===== src/rtl/mem_responder.sv =====
// Single-port 256x8 register-file responder driven by a req/ack handshake.
// Latency: ack in cycle WAIT_CYCLES+2, counting the first IDLE cycle with req high as cycle 1.
// Backpressure: one transaction in flight; req/we/addr/wdata are ignored until the FSM is back in IDLE.
//
// Ports:
//   clk, rst         sole clock, synchronous active-high reset
//   req, we          request (held until ack) and write select
//   addr, wdata      access address and write data, latched in IDLE
//   rdata            registered read data, zeroed by an out-of-range access
//   ack, err         one-cycle completion pulse, error flag valid with ack
//   busy             high in WAIT and ACK
//   txn_count        wrapping count of completed transactions
module mem_responder #(
   parameter int         WAIT_CYCLES = 1,
   parameter logic [7:0] ADDR_MAX    = 8'hFF
) (
   input  logic       clk,
   input  logic       rst,
   input  logic       req,
   input  logic       we,
   input  logic [7:0] addr,
   input  logic [7:0] wdata,
   output logic [7:0] rdata,
   output logic       ack,
   output logic       err,
   output logic       busy,
   output logic [7:0] txn_count
);

   typedef enum logic [1:0] {
      IDLE = 2'd0,
      WAIT = 2'd1,
      ACK  = 2'd2
   } state_t;

   localparam logic [3:0] WAIT_INIT = 4'(WAIT_CYCLES);
   localparam bit         NO_WAIT   = (WAIT_CYCLES == 0);
   localparam logic [8:0] ADDR_LIM  = {1'b0, ADDR_MAX};

   state_t     state;
   logic [3:0] wait_cnt;
   logic       we_q;
   logic [7:0] addr_q;
   logic [7:0] wdata_q;
   logic [7:0] mem [256];

   // Access actually committed on this edge. With no wait states the
   // commit edge is the one leaving IDLE, so the live inputs are used
   // directly; otherwise the values latched in IDLE are used.
   logic       commit;
   logic       c_we;
   logic [7:0] c_addr;
   logic [7:0] c_wdata;
   logic       c_oor;

   always_comb begin
      commit  = 1'b0;
      c_we    = we_q;
      c_addr  = addr_q;
      c_wdata = wdata_q;
      case (state)
         IDLE: begin
            if (req && NO_WAIT) begin
               commit  = 1'b1;
               c_we    = we;
               c_addr  = addr;
               c_wdata = wdata;
            end
         end
         WAIT: begin
            if (wait_cnt == 4'd1) begin
               commit = 1'b1;
            end
         end
         default: begin
         end
      endcase
      // Widened compare keeps the check meaningful when ADDR_MAX is 8'hFF.
      c_oor = ({1'b0, c_addr} > ADDR_LIM);
   end

   // Storage is deliberately not reset; reset only blocks a pending write.
   always_ff @(posedge clk) begin
      if (!rst && commit && c_we && !c_oor) begin
         mem[c_addr] <= c_wdata;
      end
   end

   always_ff @(posedge clk) begin
      if (rst) begin
         state     <= IDLE;
         wait_cnt  <= 4'd0;
         we_q      <= 1'b0;
         addr_q    <= 8'h00;
         wdata_q   <= 8'h00;
         ack       <= 1'b0;
         err       <= 1'b0;
         busy      <= 1'b0;
         rdata     <= 8'h00;
         txn_count <= 8'h00;
      end else begin
         ack <= 1'b0;
         err <= 1'b0;
         case (state)
            IDLE: begin
               if (req) begin
                  we_q     <= we;
                  addr_q   <= addr;
                  wdata_q  <= wdata;
                  wait_cnt <= WAIT_INIT;
                  busy     <= 1'b1;
                  state    <= NO_WAIT ? ACK : WAIT;
               end
            end
            WAIT: begin
               wait_cnt <= wait_cnt - 4'd1;
               if (wait_cnt == 4'd1) begin
                  state <= ACK;
               end
            end
            ACK: begin
               busy  <= 1'b0;
               state <= IDLE;
            end
            default: begin
               busy  <= 1'b0;
               state <= IDLE;
            end
         endcase

         if (commit) begin
            ack       <= 1'b1;
            txn_count <= txn_count + 8'd1;
            if (c_oor) begin
               err   <= 1'b1;
               rdata <= 8'h00;
            end else if (!c_we) begin
               rdata <= mem[c_addr];
            end
         end
      end
   end

endmodule


===== config.mk =====
export PLATFORM = sky130hd
export DESIGN_NAME = mem_responder
export DESIGN_NICKNAME = d
export VERILOG_FILES = /design/src/rtl/mem_responder.sv
export SDC_FILE = /design/constraint.sdc
export NUM_CORES = 2
export LEC_CHECK = 0
export CORE_MARGIN = 5
export CORE_UTILIZATION = 45
export DETAILED_ROUTE_END_ITERATION = 16
export PLACE_DENSITY = 0.71
export SETUP_SLACK_MARGIN = 0.2
export SLEW_MARGIN = 20
export SYNTH_ARGS = -nofsm -noshare
export SYNTH_HDL_FRONTEND = slang
export SYNTH_SLANG_ARGS = --single-unit

===== constraint.sdc =====
create_clock -name clk -period 5.8 [get_ports clk]
set_input_delay 0.87 -clock clk [delete_from_list [all_inputs] [get_ports clk]]
set_output_delay 0.87 -clock clk [all_outputs]
set_load 0.03 [all_outputs]

==> reports/results.ini <==
[hold_path]
holdPathStages=2
hold_class=input pin to flip-flop
hold_end=state[1]$_SDFFE_PP0P_
holdCritStartpoint=rst

[worst_setup_path]
reg2reg_slack_ns=1.58
cpPeakStageDelay_ns=0.79
crit_chain=buf_4, buf_12, mux4_2, a22o_1, a221oi_1, o22ai_1, nor3_1, a211oi_1
crit_path_start_kind=flip-flop
cpMaxStageDelayCell=dfxtp_4
path_max_fanout=60
end_kind=flip-flop
r2r_cells=8
worstPathRequired_ns=6.48
worst_r2r_endpoint=rdata[6]$_SDFFE_PP0P_
reg2reg_from=addr_q[0]$_SDFFE_PP0P_
worstSetupPathType=flip-flop to flip-flop
arrival_ns=4.90
critPathTopFamily=compound AO/OA/AOI/OAI gates
worst-path-buf-inv=2

[sta]
fmax_mhz=236.8
setup_violations=0
maxSlewHeadroom=0.1619
holdWs_ns=0.3917
maxSlewViolCount=0
finalClockSkew_ns=0.03726
setup_tns_ns=0
layout_worst_path_cycle_share=0.7281
rsz0062_at_grt=no
finalHoldViolCount=0
worst_pin_slew_ns=1.257
min_period_ns=4.223

[die]
die_x_um=434.5
die_area_mm2=0.1888
initial_core_util=0.4536
fp.dieH_um=434.5
std_cell_rows=155
core_mm2=0.1788
io_pins=39

[clocking]
post_cts_buffers=0
cts-buffers-inserted=199
cts-resized-gates=0
cts_tree=done
path_clk_slew_ns=0.06
clk_latency_ns=0.84
cts-root-buf=clkbuf_16
cts_sinks=2089
h-tree-depth=4
clock_path_buffers=3
ctsHoldBuffers=0

[global_routing]
grtUsageTotal=0.2065
grt_pass1_vias=39970
antenna_found_initial=1
gr-total-overflow=0
grt_pass1_wl_um=282400
grt_max_degree=258

[synth]
ys_seq_elements=2089
ys.warnings.count=0
syn_area_per_cell_um2=21.46
ys_seq_area_frac=0.7684
async_flop_share=0
ys.flop_type=edfxtp_1
ys_types=62
synth_nets=3803
synth_cells=3780
synth_area_mm2=0.08111
synth-edff-count=2048

[finish]
drive_above_1_share=0.2356
fin_nets=3910
final_cell_area_mm2=0.09050
layout_common_cells=edfxtp_1 (2048), mux4_2 (528), nor2_1 (317)
syn_to_final_growth_pct=11.58
utilization=0.5061
final_common_cell=edfxtp_1

[route]
drtIter0Drc=5425
wirelength_um=193900
drcViolationCount=0
dr.pass1.iters=6
drtAntennaViolNets=0
num_vias=39260
via_per_inst=6.128
post_drt_wl_per_cell_um=30.26

[outcome]
status=completed

[job]
cap_violations=0

[placement]
gp_congestion=0.8409
detailed_place.area_mm2=0.08405
hpwl_um=115300
port_buffers=37

[pwr]
leakage_nw=27.74
power_mw=31.18
ir_worst_vdd_uv=353.6
p_per_area_mw_per_mm2=344.5

## area by class of cell
type | count | area (um2)
Fill cell | 13810 | 88310
Clock inverter | 123 | 1155
Multi-Input combinational cell | 1459 | 17480
Tap cell | 2355 | 2947
Clock buffer | 240 | 5228
Inverter | 9 | 33.78
Sequential cell | 2089 | 62370
Timing Repair Buffer | 129 | 1275
Antenna cell | 3 | 7.507
## power breakdown
part           switching, mW  total [mW]  leakage (nW)  internal [mW]
registers              0.125        16.8          19.6           16.6
logic                   1.06        1.70          4.99          0.644
clock network           5.56        12.7          3.12           7.15
## routing by layer
layer	track usage	up-vias	wire length (um)
met4	0.08727	0	8986
met1	0.2804	20710	72740
met5	0	-	0
met2	0.3243	2165	92210
met3	0.04861	434	19950
li1	-	15960	-
## logic make-up after synthesis
| family | after synthesis | synth area share |
|---|---|---|
| and+or+nand+nor | 541 | 0.02817 |
| adders and majority gates | 3 | 0.0004628 |
| xor gates and xnor gates | 7 | 0.0007559 |
| buffers and inverters | 232 | 0.01657 |
| AOI/OAI and AO/OA | 231 | 0.02002 |
| muxes | 676 | 0.1656 |
| DFF | 2089 | 0.7684 |
| other | 1 | 0.00004623 |
## state kept, by name (all words and copies together), names as in the netlist, 2 cells and up
register   cells
mem         2048
addr_q         8
c_wdata        8
rdata          8
txn_count      8
wait_cnt       4
state          2
## metrics by stage
step / setup WS [ns] / std cells
2_1_floorplan: 1.547 / 3780
3_5_place_dp: 1.538 / 6039
6_report: 1.577 / 6407
4_1_cts: 1.518 / 6402
5_1_grt: 1.459 / 6404
3_3_place_gp: 1.362 / 6039
## how the worst max path moves through the flow
stage	depth (start not counted)	from	slack, ns	end
finish	8	addr_q[0]$_SDFFE_PP0P_	1.58	rdata[6]$_SDFFE_PP0P_
global route	8	addr_q[0]$_SDFFE_PP0P_	1.46	rdata[6]$_SDFFE_PP0P_
CTS	8	addr_q[0]$_SDFFE_PP0P_	1.52	rdata[6]$_SDFFE_PP0P_
detailed placement	8	addr_q[0]$_SDFFE_PP0P_	1.54	rdata[6]$_SDFFE_PP0P_
global placement	9	addr_q[0]$_SDFFE_PP0P_	1.36	rdata[1]$_SDFFE_PP0P_
floorplan	0	c_wdata[0]$_SDFFE_PP0P_	1.55	mem[0][0]$_DFFE_PP_
## worst reg2reg max path, cell delays in order (launching register included)
cell and delay (ns):
dfxtp_4 0.79, buf_4 0.46, buf_12 0.40, mux4_2 0.67, a22o_1 0.25, a221oi_1 0.38, o22ai_1 0.24, nor3_1 0.73
a211oi_1 0.15
## cell usage after synthesis (8+ instances only)
library cell / n / share of area
edfxtp_1: 2048 / 0.76
mux4_2: 528 / 0.15
nor2_1: 320 / 0.015
mux2i_1: 136 / 0.017
nand2_1: 94 / 0.0044
a22oi_1: 78 / 0.0072
buf_2: 74 / 0.0046
clkbuf_1: 69 / 0.0032
nand3_1: 47 / 0.0029
a21oi_1: 46 / 0.0028
buf_4: 44 / 0.0041
dfxtp_1: 41 / 0.010
buf_6: 22 / 0.0031
nor3_1: 17 / 0.0010
nor2b_1: 16 / 0.0012
o22ai_1: 14 / 0.0011
nand2b_1: 12 / 0.00093
buf_1: 10 / 0.00046
mux2_2: 9 / 0.0012
o21ai_0: 9 / 0.00056
o21ai_1: 9 / 0.00056
nor4_1: 8 / 0.00062
No activity file was read; power rests on OpenSTA's default activity.
